--- src/rtl/dcsk_rx_frame_ctrl_if.sv ---
// Payload stream from the frame controller to the downstream consumer.
// Valid/ready handshake; the word and its last flag travel together.
interface dcsk_rx_frame_ctrl_if;
    logic [31:0] Out_Word;
    logic        Out_Last;
    logic        Out_Valid;
    logic        Out_Ready;

    modport master (
        output Out_Word,
        output Out_Last,
        output Out_Valid,
        input  Out_Ready
    );

    modport slave (
        input  Out_Word,
        input  Out_Last,
        input  Out_Valid,
        output Out_Ready
    );
endinterface

--- src/rtl/dcsk_rx_frame_ctrl.sv ---
// DCSK receive frame controller: chip gating, spread-factor config with flush,
// sync hunt, length header parse and a small payload FIFO.
module dcsk_rx_frame_ctrl #(
    parameter int FIFO_DEPTH  = 4,
    parameter int TIMEOUT_CYC = 4096,
    parameter int FLUSH_CYC   = 2
) (
    input  logic                  Clk,
    input  logic                  N_Rst,
    input  logic                  En,
    input  logic                  Chip_Valid,
    input  logic [1:0]            Cfg_Spread_Factor_Sel,
    input  logic [31:0]           Cfg_Sync_Word,
    input  logic                  Cfg_Update,
    output logic                  Demod_Valid,
    output logic [1:0]            Demod_Spread_Factor_Sel,
    output logic                  Demod_Rst_N,
    input  logic [31:0]           Demod_Out_Data,
    input  logic                  Demod_Valid_Data,
    dcsk_rx_frame_ctrl_if.master  Out_If,
    output logic                  Frame_Start,
    output logic                  Frame_Err,
    output logic                  Overflow,
    output logic                  Busy
);

    localparam int AW = $clog2(FIFO_DEPTH);
    localparam int TW = $clog2(TIMEOUT_CYC + 1);
    localparam int FW = $clog2(FLUSH_CYC + 1);

    typedef enum logic [1:0] {IDLE, HUNT, HEADER, PAYLOAD} state_t;

    state_t       r_state;
    state_t       w_next;
    logic [7:0]   r_rem;
    logic [TW-1:0] r_tmo;
    logic [FW-1:0] r_flush_cnt;
    logic         r_demod_rst_n;
    logic [1:0]   r_sel;
    logic [1:0]   r_pend_sel;
    logic         r_pend;
    logic         r_start;
    logic         r_err;
    logic         r_ovf;
    logic [32:0]  r_mem [FIFO_DEPTH];
    logic [AW:0]  r_wr;
    logic [AW:0]  r_rd;

    logic       w_dv;
    logic       w_busy;
    logic       w_tmo;
    logic       w_start;
    logic       w_err;
    logic       w_enter_hunt;
    logic       w_new_pend;
    logic [1:0] w_new_sel;
    logic       w_apply;
    logic       w_full;
    logic       w_empty;
    logic       w_pop;
    logic       w_push_req;
    logic       w_push;
    logic       w_drop;

    // Words arriving while the demodulator is held in flush are garbage.
    assign w_dv   = Demod_Valid_Data & r_demod_rst_n;
    assign w_busy = (r_state == HEADER) || (r_state == PAYLOAD);
    assign w_tmo  = w_busy & ~w_dv & (r_tmo == TW'(TIMEOUT_CYC - 1));

    always_comb begin
        w_next  = r_state;
        w_start = 1'b0;
        w_err   = 1'b0;
        if (!En) begin
            w_next = IDLE;
        end else begin
            unique case (r_state)
                IDLE: begin
                    if (r_demod_rst_n) w_next = HUNT;
                end
                HUNT: begin
                    if (w_dv && Demod_Out_Data == Cfg_Sync_Word)
                        w_next = HEADER;
                end
                HEADER: begin
                    if (w_dv) begin
                        if (Demod_Out_Data[7:0] == 8'd0) begin
                            w_err  = 1'b1;
                            w_next = HUNT;
                        end else begin
                            w_start = 1'b1;
                            w_next  = PAYLOAD;
                        end
                    end else if (w_tmo) begin
                        w_err  = 1'b1;
                        w_next = HUNT;
                    end
                end
                PAYLOAD: begin
                    if (w_dv) begin
                        if (r_rem == 8'd1) w_next = HUNT;
                    end else if (w_tmo) begin
                        w_err  = 1'b1;
                        w_next = HUNT;
                    end
                end
                default: w_next = IDLE;
            endcase
        end
    end

    // A config request in mid-frame waits for the next HUNT entry.
    assign w_enter_hunt = (w_next == HUNT) && (r_state != HUNT);
    assign w_new_pend   = Cfg_Update | r_pend;
    assign w_new_sel    = Cfg_Update ? Cfg_Spread_Factor_Sel : r_pend_sel;
    assign w_apply      = (Cfg_Update & ~w_busy) | (w_new_pend & w_enter_hunt);

    assign w_empty    = (r_wr == r_rd);
    assign w_full     = (r_wr[AW] != r_rd[AW]) &&
                        (r_wr[AW-1:0] == r_rd[AW-1:0]);
    assign w_pop      = ~w_empty & Out_If.Out_Ready;
    assign w_push_req = (r_state == PAYLOAD) & w_dv;
    assign w_push     = w_push_req & (~w_full | w_pop);
    assign w_drop     = w_push_req & w_full & ~w_pop;

    always_ff @(posedge Clk or negedge N_Rst) begin
        if (!N_Rst) begin
            r_state       <= IDLE;
            r_rem         <= '0;
            r_tmo         <= '0;
            r_flush_cnt   <= FW'(FLUSH_CYC);
            r_demod_rst_n <= 1'b0;
            r_sel         <= 2'b00;
            r_pend_sel    <= 2'b00;
            r_pend        <= 1'b0;
            r_start       <= 1'b0;
            r_err         <= 1'b0;
            r_ovf         <= 1'b0;
            r_wr          <= '0;
            r_rd          <= '0;
            for (int i = 0; i < FIFO_DEPTH; i++) r_mem[i] <= '0;
        end else begin
            r_state <= w_next;
            r_start <= w_start;
            r_err   <= w_err;

            if (r_state == HEADER && w_dv)
                r_rem <= Demod_Out_Data[7:0];
            else if (w_push_req)
                r_rem <= r_rem - 8'd1;

            if (!w_busy || w_dv)
                r_tmo <= '0;
            else
                r_tmo <= r_tmo + TW'(1);

            if (w_apply) begin
                r_sel  <= w_new_sel;
                r_pend <= 1'b0;
            end else if (Cfg_Update) begin
                r_pend_sel <= Cfg_Spread_Factor_Sel;
                r_pend     <= 1'b1;
            end

            if (w_apply) begin
                r_flush_cnt   <= FW'(FLUSH_CYC);
                r_demod_rst_n <= 1'b0;
            end else if (r_flush_cnt != '0) begin
                r_flush_cnt   <= r_flush_cnt - FW'(1);
                r_demod_rst_n <= (r_flush_cnt == FW'(1));
            end else begin
                r_demod_rst_n <= 1'b1;
            end

            r_ovf <= (r_ovf & ~Cfg_Update) | w_drop;

            if (w_push) begin
                r_mem[r_wr[AW-1:0]] <= {(r_rem == 8'd1), Demod_Out_Data};
                r_wr <= r_wr + 1'b1;
            end
            if (w_pop) r_rd <= r_rd + 1'b1;
        end
    end

    assign Demod_Valid = Chip_Valid & En & r_demod_rst_n & (r_state != IDLE);
    assign Demod_Spread_Factor_Sel = r_sel;
    assign Demod_Rst_N = r_demod_rst_n;
    assign Out_If.Out_Word  = r_mem[r_rd[AW-1:0]][31:0];
    assign Out_If.Out_Last  = r_mem[r_rd[AW-1:0]][32];
    assign Out_If.Out_Valid = ~w_empty;
    assign Frame_Start = r_start;
    assign Frame_Err   = r_err;
    assign Overflow    = r_ovf;
    assign Busy        = w_busy;

endmodule

--- src/flat_wrapper.sv ---
// flat-port wrapper written by rule: the top's interface ports become plain ports
module dcsk_rx_frame_ctrl_flat 
#(
    parameter int FIFO_DEPTH  = 4,
    parameter int TIMEOUT_CYC = 4096,
    parameter int FLUSH_CYC   = 2
)
  (Clk, N_Rst, En, Chip_Valid, Cfg_Spread_Factor_Sel, Cfg_Sync_Word, Cfg_Update, Demod_Valid, Demod_Spread_Factor_Sel, Demod_Rst_N, Demod_Out_Data, Demod_Valid_Data, Frame_Start, Frame_Err, Overflow, Busy, Out_If_Out_Word, Out_If_Out_Last, Out_If_Out_Valid, Out_If_Out_Ready);
  dcsk_rx_frame_ctrl_if Out_If_i ();
  input  logic Clk;
  input  logic N_Rst;
  input  logic En;
  input  logic Chip_Valid;
  input  logic [1:0] Cfg_Spread_Factor_Sel;
  input  logic [31:0] Cfg_Sync_Word;
  input  logic Cfg_Update;
  output logic Demod_Valid;
  output logic [1:0] Demod_Spread_Factor_Sel;
  output logic Demod_Rst_N;
  input  logic [31:0] Demod_Out_Data;
  input  logic Demod_Valid_Data;
  output logic Frame_Start;
  output logic Frame_Err;
  output logic Overflow;
  output logic Busy;
  output wire logic [$bits(Out_If_i.Out_Word)-1:0] Out_If_Out_Word;
  output wire logic [$bits(Out_If_i.Out_Last)-1:0] Out_If_Out_Last;
  output wire logic [$bits(Out_If_i.Out_Valid)-1:0] Out_If_Out_Valid;
  input wire logic [$bits(Out_If_i.Out_Ready)-1:0] Out_If_Out_Ready;
  assign Out_If_Out_Word = Out_If_i.Out_Word;
  assign Out_If_Out_Last = Out_If_i.Out_Last;
  assign Out_If_Out_Valid = Out_If_i.Out_Valid;
  assign Out_If_i.Out_Ready = Out_If_Out_Ready;
  dcsk_rx_frame_ctrl #(.FIFO_DEPTH(FIFO_DEPTH), .TIMEOUT_CYC(TIMEOUT_CYC), .FLUSH_CYC(FLUSH_CYC)) u_core (.Clk(Clk), .N_Rst(N_Rst), .En(En), .Chip_Valid(Chip_Valid), .Cfg_Spread_Factor_Sel(Cfg_Spread_Factor_Sel), .Cfg_Sync_Word(Cfg_Sync_Word), .Cfg_Update(Cfg_Update), .Demod_Valid(Demod_Valid), .Demod_Spread_Factor_Sel(Demod_Spread_Factor_Sel), .Demod_Rst_N(Demod_Rst_N), .Demod_Out_Data(Demod_Out_Data), .Demod_Valid_Data(Demod_Valid_Data), .Out_If(Out_If_i), .Frame_Start(Frame_Start), .Frame_Err(Frame_Err), .Overflow(Overflow), .Busy(Busy));
endmodule
--- config.mk ---
export PLATFORM = sky130hd
export DESIGN_NAME = dcsk_rx_frame_ctrl_flat
export DESIGN_NICKNAME = d
export VERILOG_FILES = /design/src/rtl/dcsk_rx_frame_ctrl_if.sv /design/src/rtl/dcsk_rx_frame_ctrl.sv /design/src/flat_wrapper.sv
export SDC_FILE = /design/constraint.sdc
export NUM_CORES = 1
export LEC_CHECK = 0
export BUFFER_PORTS_ARGS = -buffer_cell sky130_fd_sc_hd__buf_2
export CORE_MARGIN = 3
export CORE_UTILIZATION = 50
export DETAILED_ROUTE_END_ITERATION = 7
export PLACE_DENSITY = 0.71
export REMOVE_ABC_BUFFERS = 1
export SYNTH_ARGS = -nofsm -noshare
export SYNTH_HDL_FRONTEND = slang
export SYNTH_SLANG_ARGS = --single-unit
export TNS_END_PERCENT = 5
--- constraint.sdc ---
create_clock -name Clk -period 2.74 [get_ports Clk]
set_input_delay 0.548 -clock Clk [delete_from_list [all_inputs] [get_ports Clk]]
set_output_delay 0.548 -clock Clk [all_outputs]
set_load 0.02 [all_outputs]
# ---- Word level (Yosys, flattened, before mapping)
# Index checks and enable logic that the tools add are counted.
dict set report classes {
  addsub 5
  n_lt_le_gt_ge 3
  n_eq_ne 12
  n_mux 35
  bitwise_logic 26
  reduce_logical 15
}
# operator count
set ops {}
lappend ops {{$bwmux 132} 1}
lappend ops {{$mux 33} 3}
lappend ops {{$bmux 33 s2} 1}
lappend ops {{$demux 33 s2} 1}
lappend ops {{$eq 32x32->1} 1}
lappend ops {{$mux 2} 11}
lappend ops {{$mux 8} 2}
lappend ops {{$and 1x1->1} 14}
lappend ops {{$add 13x1->13 const B} 1}
lappend ops {{$eq 13x12->1 const B} 1}
lappend ops {{$mux 1} 13}
lappend ops {{$mux 13} 1}
lappend ops {{$reduce_bool 2->1} 5}
lappend ops {{$eq 8x1->1 const B} 1}
lappend ops {{$logic_not 8->1} 1}
lappend ops {{$pmux 2 s4} 1}
lappend ops {{$sub 8x1->8 const B} 1}
lappend ops {{$add 3x1->3 const B} 2}
lappend ops {{$eq 2x1->1 const B} 3}
lappend ops {{$ge 3x3->1 const B} 2}
lappend ops {{$not 1->1} 6}
lappend ops {{$not 2->3} 2}
lappend ops {{$logic_and 1x1->1} 5}
lappend ops {{$eq 2x2->1 const B} 2}
lappend ops {{other kinds (11)} 15}
dict set report word_totals {
  ff_bits 172
  inputBits 73
  out_inout_bits 42
  elab_cells 113
}

# ---- Logic depth before layout (Yosys ltp)
# Gate-level depths: netlist of run 1.
dict set report depth {
  word_depth 13
  ltp_mapped 8
  depth_no_buf 7
}

# ---- Worst setup path after synthesis of run 1
# OpenSTA, ideal clock, no wires.
dict set report synth_timing {
  path_kind {register -> register}
  start {register u_core.r_tmo[0]}
  end {register u_core.r_sel[0] (netlist: u_core.Demod_Spread_Factor_Sel[0])}
  setup_ns 0.128
  t_arrival_ns 2.187
  setup_slack_ns 0.426
  path_stages_with_launch 8
  synth_period_minus_slack_ns 2.314
  path_cell_list {dfrtp_1 > ha_1 > nand4_1 > or4_4 > a221oi_4 > nand2_2 > o32ai_4 > mux2_1}
}
dict set report synth_via {
  elab_chain_len 10
  elab_cells_between_ends 11
  classes_between {2 x eq/ne; 5 x mux; 3 x bitwise; 1 x reduce/logical}
}
# element line_no
set synth_lines {}
lappend synth_lines {{from (decl)} dcsk_rx_frame_ctrl.sv:36} ;# logic [TW-1:0] r_tmo;
lappend synth_lines {{from (signal assigned)} dcsk_rx_frame_ctrl.sv:155} ;# r_tmo <= r_tmo + TW'(1);
lappend synth_lines {{$eq 13x12->1 (*)} dcsk_rx_frame_ctrl.sv:68} ;# assign w_tmo = w_busy & ~w_dv & (r_tmo == TW'(TIMEOUT_CYC - 1));
lappend synth_lines {{$and 1x1->1 (*)} dcsk_rx_frame_ctrl.sv:68}
lappend synth_lines {{$mux 2 (*)} {dcsk_rx_frame_ctrl.sv:94, dcsk_rx_frame_ctrl.sv:102}}
lappend synth_lines {{$mux 2 (on tied branches)} {dcsk_rx_frame_ctrl.sv:100, dcsk_rx_frame_ctrl.sv:86}}
lappend synth_lines {{$pmux 2 s4 (*)} dcsk_rx_frame_ctrl.sv:77} ;# unique case (r_state)
lappend synth_lines {{$mux 2 (*)} dcsk_rx_frame_ctrl.sv:74} ;# if (!En) begin
lappend synth_lines {{$eq 2x1->1 (*)} dcsk_rx_frame_ctrl.sv:113} ;# assign w_enter_hunt = (w_next == HUNT) && (r_state != HUNT);
lappend synth_lines {{$logic_and 1x1->1 (*)} dcsk_rx_frame_ctrl.sv:113}
lappend synth_lines {{$and 1x1->1 (*)} dcsk_rx_frame_ctrl.sv:116} ;# assign w_apply = (Cfg_Update & ~w_busy) | (w_new_pend & w_enter_hunt);
lappend synth_lines {{$or 1x1->1 (*)} dcsk_rx_frame_ctrl.sv:116}
lappend synth_lines {{to (signal assigned)} dcsk_rx_frame_ctrl.sv:158} ;# r_sel <= w_new_sel;
lappend synth_lines {{to (decl)} dcsk_rx_frame_ctrl.sv:39} ;# logic [1:0] r_sel;
# Every way passes the cells marked *; elsewhere a longest branch is shown, timed or not.
# A chain may end at the register's enable or synchronous reset.

# ---- Worst setup path in the final report of run 1
dict set report layout_timing {
  start {register u_core.r_rd[0]}
  end {output Out_If_Out_Word[9]}
}
dict set report layout_via {
  elab_chain_len 4
}
# element line_no
set layout_lines {}
lappend layout_lines {{from (decl)} dcsk_rx_frame_ctrl.sv:47} ;# logic [AW:0] r_rd;
lappend layout_lines {{from (signal assigned)} dcsk_rx_frame_ctrl.sv:181} ;# if (w_pop) r_rd <= r_rd + 1'b1;
lappend layout_lines {{$not 2->3 (implied by the code)} dcsk_rx_frame_ctrl.sv:188} ;# assign Out_If.Out_Word = r_mem[r_rd[AW-1:0]][31:0];
lappend layout_lines {{$bmux 33 s2} dcsk_rx_frame_ctrl.sv:188}
lappend layout_lines {{$mux 33 (implied by the code) (2 in a row)} dcsk_rx_frame_ctrl.sv:188}
lappend layout_lines {{to (decl)} flat_wrapper.sv:26} ;# output wire logic [$bits(Out_If_i.Out_Word)-1:0] Out_If_Out_Word;
# No other way between the ends. The select of a mux whose other input is x is not followed.

==> results of run 1 <==
## per-stage QoR
step / utilization (%) / setup slack (ns) / TNS, ns / instance area, µm²
2_1_floorplan: - / -0.7238 / -93.84 / 8009
3_3_place_gp: 58.35 / -0.05680 / -0.1135 / 9067
3_5_place_dp: 58.35 / -0.07806 / -0.1480 / 9067
4_1_cts: 62.38 / 0.09531 / 0 / 9693
5_1_grt: 62.38 / 0.02047 / 0 / 9693
6_report: 62.38 / 0.1526 / 0 / 9693
## routing by layer
layer  vias to the layer above  wire length [µm]
met5                         -                13
met4                         2               318
met3                        22               743
met2                       114              8661
met1                      2674              7842
li1                       2376                 -
## power groups by stage
stage / sequential, mW / clock (mW) / combinational, mW
after detailed placement: 2.69 / 0 / 0.957
after global placement: 2.69 / 0 / 0.945
after floorplan: 2.87 / 0 / 0.407
after CTS: 2.65 / 2.54 / 0.960
after global routing: 2.65 / 2.65 / 1.04
final: 2.65 / 2.49 / 0.941
## cell families (layout without fill, tap and decap cells)
kind of cell	count (synthesis)	in the layout	synth area share (%)
xor+xnor	46	46	4.958
simple gates	97	97	5.975
compound gates	42	42	3.680
fa+ha+maj	10	10	1.540
buf+inv	40	179	2.079
mux	175	175	28.78
flops	172	172	52.99
## layout make-up
cell class / count / share of cell area [%]
Tap cell: 211 / 2.724
Sequential cell: 172 / 44.44
Multi-Input combinational cell: 370 / 37.77
Timing Repair Buffer: 133 / 8.106
Clock buffer: 22 / 4.995
Clock inverter: 10 / 1.420
Inverter: 14 / 0.5421
## cells in the mapped netlist, drive strengths merged (4+ instances only)
| master | count | share of area, % |
|---|---|---|
| nand2 | 28 | 1.3 |
| clkbuf | 6 | 0.28 |
| xnor2 | 11 | 1.2 |
| nor4 | 10 | 0.85 |
| mux4 | 33 | 9.1 |
| dfrtp | 171 | 53 |
| inv | 14 | 0.65 |
| mux2 | 139 | 19 |
| a21oi | 17 | 1.0 |
| nand3 | 11 | 0.68 |
| o22ai | 7 | 0.54 |
| nor3 | 6 | 0.37 |
| buf | 20 | 1.2 |
| ha | 10 | 1.5 |
| nand4 | 4 | 0.31 |
| xor2 | 35 | 3.8 |
| nor2 | 22 | 1.0 |
| o21ai | 7 | 0.43 |
## flip-flops by register name (all words and copies together), names as in the netlist
name / cells
u_core.r_rd: 3
u_core.r_flush_cnt: 2
u_core.r_tmo: 13
u_core.r_wr: 3
u_core.r_pend: 1
u_core.r_mem: 132
u_core.Demod_Spread_Factor_Sel: 2
u_core.Demod_Rst_N: 1
u_core.r_pend_sel: 2
u_core.r_rem: 8
u_core.Overflow: 1
u_core.r_state: 2
u_core.Frame_Start: 1
u_core.Frame_Err: 1
## final timing paths
path | from | end | depth (start not counted)
worst max-delay path | u_core.r_rd[0] | Out_If_Out_Word[9] | 3
worst min-delay path | N_Rst | u_core.r_mem[32] | 1
worst max register to register | u_core.r_tmo[0] | u_core.Demod_Spread_Factor_Sel[1] | 7
worst min register to register | u_core.r_mem[36] | u_core.r_mem[36] | 1
max in group asynchronous | N_Rst | u_core.r_mem[86] | 2
min in group Clk | Cfg_Spread_Factor_Sel[0] | u_core.r_pend_sel[0] | 2
## repair_timing
item | 4_1_cts | 5_1_grt
endpoints found under the hold margin | 0 | 0
resized for setup | 1 | 0
hold buffers | 0 | 0
setup endpoints to repair | 33 | 0
==> impl_results.md, run 1 <==
- Gate count after technology mapping: around 580
- Vias post-DR: 5188
- Drc violations: 0
- Clock net sink count: 172
- Net switching fraction of the power: roughly a quarter
- Deepest level of the CTS H-tree: 4
- Arrival @ worst endpoint: 2.04 ns
- Placed cell count: 900
- Core area: approximately 16000 µm²
- Number of storage elements in the synthesis netlist: 172
- Cell chain of the critical path: buf_6 -> mux4_2 -> buf_2
- Run status: complete, no violations
- Met3 track demand over resource in global routing: 4.494%
- # Max-Cap Violations: 0
- Clock root buffer master: sky130_fd_sc_hd__clkbuf_16
- Wire length of the first global-routing pass: slightly below 30000 µm
- Synth cell types: 45
- Ratio of cells with drive above 1 in the final layout: 48.54%
- Worst path max stage delay: 0.59 ns
- Combinational fraction of design power: around 16%
- Worst setup SP type: flop
- Register area: about 4300 µm²
- Post-CTS repair timing setup buffer count: 0
- CP Data Required Time: between 2 and 2.5 ns
- Period utilization: 94.43%
- Cell at the slowest stage of the critical path: sky130_fd_sc_hd__mux4_2
- Clock power share: 41.0%
- Number of synthesized flops with an enable pin: 0
- Commonest non-fill, non-tap cells in the layout: sky130_fd_sc_hd__dfrtp_1, sky130_fd_sc_hd__mux2_2, sky130_fd_sc_hd__buf_2
- Router iterations before antenna repair: 5
- Remaining Overflow, GRT: 0
- Summed instance area of the synthesized netlist: 8125 µm²
- Static Leakage: just under 5 nW
- Switching power: 1.571 mW
- Average cell area after synthesis: 13.96 µm²
- Antenna violations before repair: 1
- Worst path buffer plus inverter count: 2
- Inserted Diodes: 0
- Type of the setup path with the least slack: flop to output port
- Max IR drop VDD: roughly 0.00055 V
- Nature of the critical path endpoint: output port
- Setup Skew: 0.006173 ns
- Horizontal die dimension: 133.5 µm
- Wirelength, routed: between 15000 and 20000 µm
- Internal power: 4.514 mW
- Placed wire-length estimate after detailed placement: 12210 µm
- Maximum number of pins on one net before global-route repair: 73
- Number of top-level design ports: 115
- DR iter-0 viols: 248
- Vert. Die Dim: 133.5 µm
- Number of antenna-violating nets in the routed design: 0
- Slew of the pin with the lowest slew margin: 0.6662 ns
- Type of the worst min-delay path: input port to asynchronous set/reset pin
- Final period demand of the worst path: 2.587 ns
- Row cnt: 45
- Count of final hold-check violations: 0
- Area of the multi-input gates: 3661 µm²
- Die area: 17820 µm²
- Via count of the first global-routing pass: between 5000 and 6000
- Worst slew margin relative to its limit: 55.17%
- Proportion of register bits with asynchronous set or reset after synthesis: 100.0%
- Number of synthesis warnings: 0
- Maximum root-to-sink buffer count: 2
- Routed wirelength normalized by instance count: 18.86 µm
- Final setup violation count: 0
- Latest clock arrival within the worst-skew pair: 0.43 ns
- Peak fanout along the critical path: 35
- Achievable Freq: 386.5 MHz
- Relative contribution of sequential cells to total power: roughly 44%
- Register clock-pin slew on the reported worst setup and hold paths: around 0.06 ns
- GRT Overall Usage: 20.87%
- Total number of nets in the final design: 791
- R2R setup slack: 0.22 ns
- Sequential cell area fraction in the yosys report: a little over half
- Final estimated routing congestion in global placement: 0.9001
- P per Cell Area: 627.7 nW/µm²
- Most frequently used flop master after synthesis: sky130_fd_sc_hd__dfrtp_1
- Total clock buffers created by CTS: 17
- Post-layout total power: ~6 mW
- Filler cells: 1190
- Global-route met2 utilization: about a third
- M1 GR Usage: 27.77%
- Finished Layout Cells: 932
- Final max-slew violation count: 0
- Most common cell after layout, fill and taps aside: sky130_fd_sc_hd__dfrtp_1
- Initial Utilization: between 50 and 60%
- Relative area change from synthesis to final layout: 19.29%
- Vias per Instance: between 5 and 6
- GRT busiest layer: met2
- Final Hold Slack: approximately 0.094 ns
- Kind of cell with the highest combined delay on the critical path: buffers and inverters
- Setup repair after global routing missed its margin: no
- Clock tree from TritonCTS: yes
- Count of input and output buffers: 114
Power figures use the tool's default switching activity.
==> run 2: changes to the inputs <==
--- a/config.mk
+++ b/config.mk
@@ -7,9 +7,8 @@
 export LEC_CHECK = 0
 export BUFFER_PORTS_ARGS = -buffer_cell sky130_fd_sc_hd__buf_2
 export CORE_MARGIN = 3
-export CORE_UTILIZATION = 50
+export CORE_UTILIZATION = 39
 export DETAILED_ROUTE_END_ITERATION = 7
-export PLACE_DENSITY = 0.71
 export REMOVE_ABC_BUFFERS = 1
 export SYNTH_ARGS = -nofsm -noshare
 export SYNTH_HDL_FRONTEND = slang
==> impl_results.md, run 2 (same netlist as run 1, synthesis figures left out) <==
- Register area: 4308 µm²
- Smallest setup slack after layout: 0.2137 ns
- Wirelength, routed: 18670 µm
- Cell chain of the critical path: ha_1 -> nand4_1 -> or4_4 -> a221oi_4 -> nand2_2 -> o32ai_4 -> mux2_1
- Worst path max stage delay: 0.57 ns
- Nature of the critical path endpoint: flop
- Post_cts resized: 0
- Achievable Freq: roughly 400 MHz
- Run status: complete, no violations
- Final estimated routing congestion in global placement: 0.7648
- Vias per Instance: roughly 5.3
- Latest clock arrival within the worst-skew pair: roughly 0.43 ns
- Clock tree from TritonCTS: yes
- Maximum root-to-sink buffer count: 2
- Via count of the first global-routing pass: 5598
- Max IR drop VDD: 0.0004063 V
- Row cnt: 52
- Antenna violations before repair: 0
- Final max-slew violation count: 0
- Die area: about 23000 µm²
- Total clock buffers created by CTS: 17
- Peak fanout along the critical path: 5
- Deepest level of the CTS H-tree: 4
- Remaining Overflow, GRT: 0
- Vias post-DR: approximately 5200
- Routed wirelength normalized by instance count: 18.80 µm
- Number of antenna-violating nets in the routed design: 0
- Placed wire-length estimate after detailed placement: 12770 µm
- Cell at the slowest stage of the critical path: sky130_fd_sc_hd__or4_4
- Initial Utilization: 39.90%
- Core area: 20360 µm²
- Setup Skew: approximately 0.016 ns
- Cell area after placement: 9144 µm²
- Type of the setup path with the least slack: flop to flop
- Top Registers: u_core.r_mem (132), u_core.r_tmo (13), u_core.r_rem (8)
- GRT Overall Usage: 17.15%
- Worst setup SP type: flop
- Wire length of the first global-routing pass: roughly 30000 µm
- Post-placement worst setup slack: 0.09349 ns
- Count of input and output buffers: roughly 110
- Switching power: 1.663 mW
- P per Cell Area: 631.5 nW/µm²
- Horizontal die dimension: 150.3 µm
- Combinational fraction of design power: 15.5%
- DR iter-0 viols: 194
- Capture point of the worst reg-to-reg path: u_core.Demod_Spread_Factor_Sel[0]
- Commonest non-fill, non-tap cells in the layout: sky130_fd_sc_hd__dfrtp_1, sky130_fd_sc_hd__mux2_2, sky130_fd_sc_hd__buf_2
- Vert. Die Dim: between 150 and 200 µm
- Maximum number of pins on one net before global-route repair: 63
- Count of final hold-check violations: 0
- Top register by number of flip-flops: u_core.r_mem
- Static Leakage: approximately 4.9 nW
- Final setup violation count: 0
- Setup repair after global routing missed its margin: no
- Total number of nets in the final design: 793
- Final period demand of the worst path: 2.526 ns
- Origin of the critical flop-to-flop path: u_core.r_tmo[0]
- Largest register FFs: 132
- Router iterations before antenna repair: 4
- Internal power: approximately 4.5 mW
- Drc violations: 0
- Number of top-level design ports: 115
- Kind of cell with the highest combined delay on the critical path: simple AND/OR/NAND/NOR gates
- Relative area change from synthesis to final layout: 20.28%
- Most common cell after layout, fill and taps aside: sky130_fd_sc_hd__dfrtp_1
- Type of the worst min-delay path: input port to asynchronous set/reset pin
- Clock root buffer master: sky130_fd_sc_hd__clkbuf_16
- Net switching fraction of the power: 26.95%
- R2R setup slack: 0.21 ns
- Post-CTS repair timing setup buffer count: 0
- Quantity of hold-fixing buffers added after cts: 0
- Final Cell Area: 9773 µm²
- Period utilization: 92.20%
- Register clock-pin slew on the reported worst setup and hold paths: 0.07 ns
- Arrival @ worst endpoint: about 2.8 ns
- Filler cells: ~1800
- Worst Reg2Reg Path Length in Cells: 7
- Worst slew margin relative to its limit: between 50% and 60%
- Clock net sink count: 172
- Slew of the pin with the lowest slew margin: approximately 0.62 ns
- Clock power share: 41.6%
- Worst path buffer plus inverter count: 0
- Ratio of cells with drive above 1 in the final layout: 48.82%
- Area of the multi-input gates: 3661 µm²
- CP Data Required Time: 3.05 ns
- # Max-Cap Violations: 0
- Inserted Diodes: 0
- Relative contribution of sequential cells to total power: 42.9%
==> run 2: changes by cell type in the layout (fill, tap and decap cells not counted) <==
| cell | delta |
|---|---|
| sky130_fd_sc_hd__buf_4 | +4 |
| sky130_fd_sc_hd__inv_6 | +3 |
| sky130_fd_sc_hd__inv_8 | +3 |
| sky130_fd_sc_hd__clkbuf_8 | -2 |
| sky130_fd_sc_hd__buf_12 | -1 |
| sky130_fd_sc_hd__buf_6 | -1 |
| sky130_fd_sc_hd__clkbuf_1 | -1 |
| sky130_fd_sc_hd__clkinv_2 | -1 |
| sky130_fd_sc_hd__clkinv_4 | -1 |
| sky130_fd_sc_hd__clkinvlp_4 | -1 |
==> run 2: final cells by class <==
| type | instances | area share [%] |
|---|---|---|
| flip-flops and latches | 172 | 44.08 |
| multi-input cells | 370 | 37.46 |
| repair buffers | 135 | 8.027 |
| clock buffers | 19 | 4.634 |
| well taps | 270 | 3.457 |
| clock inverters | 13 | 1.805 |
| inverters | 14 | 0.5377 |
==> run 2: power by group through the flow <==
stage / logic [mW] / clock network, mW / registers, mW
3_5_place_dp: 0.988 / 0 / 2.69
4_1_cts: 0.989 / 2.63 / 2.65
3_3_place_gp: 0.976 / 0 / 2.69
5_1_grt: 1.06 / 2.74 / 2.65
6_report: 0.958 / 2.57 / 2.65
2_1_floorplan: 0.407 / 0 / 2.87
==> run 2: metal layers <==
layer	vias up	global-route usage [%]	share of wire, %
met3	26	2.830	3.8
li1	2377	-	-
met5	-	0	0
met2	118	29.20	51
met1	2720	21.79	43
met4	0	7.045	2.6
==> run 2: worst max path at each step <==
stage / start / end / slack (ns) / depth (start not counted)
3_5_place_dp: Demod_Out_Data[4] / u_core.Demod_Spread_Factor_Sel[0] / 0.09 / 7
3_3_place_gp: Demod_Out_Data[28] / u_core.Demod_Spread_Factor_Sel[1] / 0.07 / 8
4_1_cts: u_core.r_tmo[0] / u_core.Demod_Spread_Factor_Sel[0] / 0.20 / 7
5_1_grt: u_core.r_tmo[0] / u_core.Demod_Spread_Factor_Sel[0] / 0.07 / 7
2_1_floorplan: u_core.r_rd[0] / u_core.r_mem[0] / -0.72 / 6
6_report: u_core.r_tmo[0] / u_core.Demod_Spread_Factor_Sel[0] / 0.21 / 7
==> run 2: through the flow <==
step / hold slack, ns / TNS [ns] / power, mW / cells / util, %
CTS: 0.1091 / 0 / 6.270 / 993 / 47.99
global placement: 0.4598 / 0 / 3.669 / 961 / 44.90
global route: 0.1354 / 0 / 6.454 / 993 / 47.99
floorplan: 0.2524 / -93.84 / 3.277 / 556 / -
detailed placement: 0.4870 / 0 / 3.683 / 961 / 44.90
finish: 0.1082 / 0 / 6.171 / 993 / 47.99
==> run 3: changes to the inputs <==
--- a/config.mk
+++ b/config.mk
@@ -8,9 +8,10 @@
 export BUFFER_PORTS_ARGS = -buffer_cell sky130_fd_sc_hd__buf_2
 export CORE_MARGIN = 3
 export CORE_UTILIZATION = 39
+export CTS_BUF_LIST = sky130_fd_sc_hd__clkbuf_4 sky130_fd_sc_hd__clkbuf_8 sky130_fd_sc_hd__clkbuf_16
 export DETAILED_ROUTE_END_ITERATION = 7
 export REMOVE_ABC_BUFFERS = 1
 export SYNTH_ARGS = -nofsm -noshare
 export SYNTH_HDL_FRONTEND = slang
 export SYNTH_SLANG_ARGS = --single-unit
-export TNS_END_PERCENT = 5
+export TNS_END_PERCENT = 10
==> constraint.sdc (replaced) <==
create_clock -name Clk -period 3.3 [get_ports Clk]
set_input_delay 0.66 -clock Clk [delete_from_list [all_inputs] [get_ports Clk]]
set_output_delay 0.66 -clock Clk [all_outputs]
set_load 0.02 [all_outputs]
==> impl_results.md, run 3 (same netlist as run 1, synthesis figures left out) <==
- Nature of the critical path endpoint: output port
- Total number of nets in the final design: 787
- Relative contribution of sequential cells to total power: 43.8%
- Maximum root-to-sink buffer count: 2
- Latest clock arrival within the worst-skew pair: 0.43 ns
- Total clock buffers created by CTS: 17
- Max IR drop VDD: 0.0003415 V
- Drc violations: 0
- Setup Skew: between 0.01 and 0.015 ns
- Count of input and output buffers: 114
- Wire length of the first global-routing pass: 29220 µm
- Worst setup SP type: flop
- Top register by number of flip-flops: u_core.r_mem
- Static Leakage: about 4.9 nW
- Commonest non-fill, non-tap cells in the layout: sky130_fd_sc_hd__dfrtp_1, sky130_fd_sc_hd__mux2_2, sky130_fd_sc_hd__buf_2
- Wirelength, routed: 18230 µm
- Initial Utilization: 39.90%
- Relative area change from synthesis to final layout: 19.36%
- Largest register FFs: 132
- Worst path buffer plus inverter count: 2
- R2R setup slack: 0.78 ns
- DR iter-0 viols: 245
- Number of gates on the worst path with buffers counted: 3
- Post-CTS repair timing setup buffer count: 0
- Arrival @ worst endpoint: 2.23 ns
- Slew of the pin with the lowest slew margin: 0.7583 ns
- Fraction of the core area covered by cells at the end of the flow: 47.62%
- Ratio of cells with drive above 1 in the final layout: 48.40%
- Placed wire-length estimate after detailed placement: 12710 µm
- Cell at the slowest stage of the critical path: sky130_fd_sc_hd__buf_4
- Maximum number of pins on one net before global-route repair: 90
- Post_cts resized: 0
- Worst Reg2Reg Path Length in Cells: 7
- P per Cell Area: approximately 520 nW/µm²
- Final max-slew violation count: 0
- Run status: complete, no violations
- Cell chain of the critical path: buf_4 -> mux4_2 -> buf_2
- Core area: 20360 µm²
- Period utilization: between 80 and 90%
- Post-layout total power: 5.027 mW
- Row cnt: 52
- Clock net sink count: 172
- Routed wirelength normalized by instance count: 18.47 µm
- Count of final hold-check violations: 0
- Clock root buffer master: sky130_fd_sc_hd__clkbuf_16
- Final setup violation count: 0
- Final period demand of the worst path: between 2 and 3 ns
- Final estimated routing congestion in global placement: 0.7948
- Switching power: 1.374 mW
- Die area: 22600 µm²
- Clock tree from TritonCTS: yes
- Clock power share: approximately 41%
- Worst path max stage delay: 0.62 ns
- Internal power: 3.653 mW
- Type of the worst min-delay path: input port to asynchronous set/reset pin
- Capture point of the worst reg-to-reg path: u_core.Demod_Spread_Factor_Sel[1]
- Top Registers: u_core.r_mem (132), u_core.r_tmo (13), u_core.r_rem (8)
- Achievable Freq: 346.2 MHz
- Origin of the critical flop-to-flop path: u_core.r_tmo[0]
- # Max-Cap Violations: 0
- GRT Overall Usage: 16.78%
- Via count of the first global-routing pass: 5591
- Router iterations before antenna repair: 4
- Quantity of hold-fixing buffers added after cts: 0
- Worst slew margin relative to its limit: 49.45%
- Horizontal die dimension: 150.3 µm
- Inserted Diodes: 0
- Vert. Die Dim: 150.3 µm
- Combinational fraction of design power: 15.3%
- Register clock-pin slew on the reported worst setup and hold paths: 0.07 ns
- Most common cell after layout, fill and taps aside: sky130_fd_sc_hd__dfrtp_1
- Kind of cell with the highest combined delay on the critical path: buffers and inverters
- Remaining Overflow, GRT: 0
- Post-placement worst setup slack: slightly below 0.6 ns
- Peak fanout along the critical path: 35
- Number of top-level design ports: around 120
- Number of antenna-violating nets in the routed design: 0
- Setup repair after global routing missed its margin: no
- Vias post-DR: between 5000 and 6000
- Smallest setup slack after layout: 0.4115 ns
- Net switching fraction of the power: 27.32%
- Type of the setup path with the least slack: flop to output port
- Vias per Instance: 5.245
- Antenna violations before repair: 1
- Deepest level of the CTS H-tree: 4
- CP Data Required Time: 2.64 ns
run 3: layer usage:
layer  vias to the layer above  track usage (%)  share of wire [%]  wire [µm]
met4                         2            4.986                1.5        273
met5                         -                0              0.038          7
li1                       2377                -                  -          -
met2                        98            29.49                 52       9488
met1                      2676            20.92                 43       7759
met3                        24            3.371                3.8        699
run 3: worst max-delay path by stage:
| stage | startpoint | slack [ns] | end |
|---|---|---|---|
| 6_report | u_core.r_rd[0] | 0.41 | Out_If_Out_Word[6] |
| 5_1_grt | u_core.r_rd[0] | 0.27 | Out_If_Out_Word[7] |
| 4_1_cts | u_core.r_rd[0] | 0.34 | Out_If_Out_Word[29] |
| 3_5_place_dp | Demod_Out_Data[12] | 0.58 | u_core.Demod_Spread_Factor_Sel[1] |
| 3_3_place_gp | Demod_Out_Data[0] | 0.63 | u_core.Demod_Spread_Factor_Sel[0] |
| 2_1_floorplan | u_core.r_rd[0] | -0.16 | u_core.r_mem[0] |
run 3: cell type report:
type                    count  area, µm²
clock buffers              20      460.4
clock inverters            12      151.4
fillers                  1804      10670
inverters                  14      52.55
multi-input cells         370       3661
flip-flops and latches    172       4308
well taps                 270      337.8
repair buffers            129      726.9
run 3: power groups by stage:
stage,clock (mW),sequential [mW],combinational (mW)
after global placement,0,2.24,0.784
after global routing,2.19,2.21,0.851
after detailed placement,0,2.24,0.791
after floorplan,0,2.38,0.338
after CTS,2.10,2.20,0.797
final,2.05,2.20,0.770
run 3: worst reg2reg max path: cells and delay by family, from the launching register on:
| family | cells | cell delay (ns) |
|---|---|---|
| flops | 1 | 0.38 |
| fa+ha+maj | 1 | 0.22 |
| mux | 1 | 0.36 |
| simple gates | 3 | 0.83 |
| compound gates | 2 | 0.61 |
run 3: stage by stage:
step | std cells | TNS, ns | hold slack (ns) | area [µm²]
global placement | 955 | 0 | 0.4682 | 9086
finish | 987 | 0 | 0.1898 | 9698
detailed placement | 955 | 0 | 0.4744 | 9086
floorplan | 556 | -18.66 | 0.3644 | 8009
global route | 987 | 0 | 0.2105 | 9698
CTS | 987 | 0 | 0.2025 | 9698
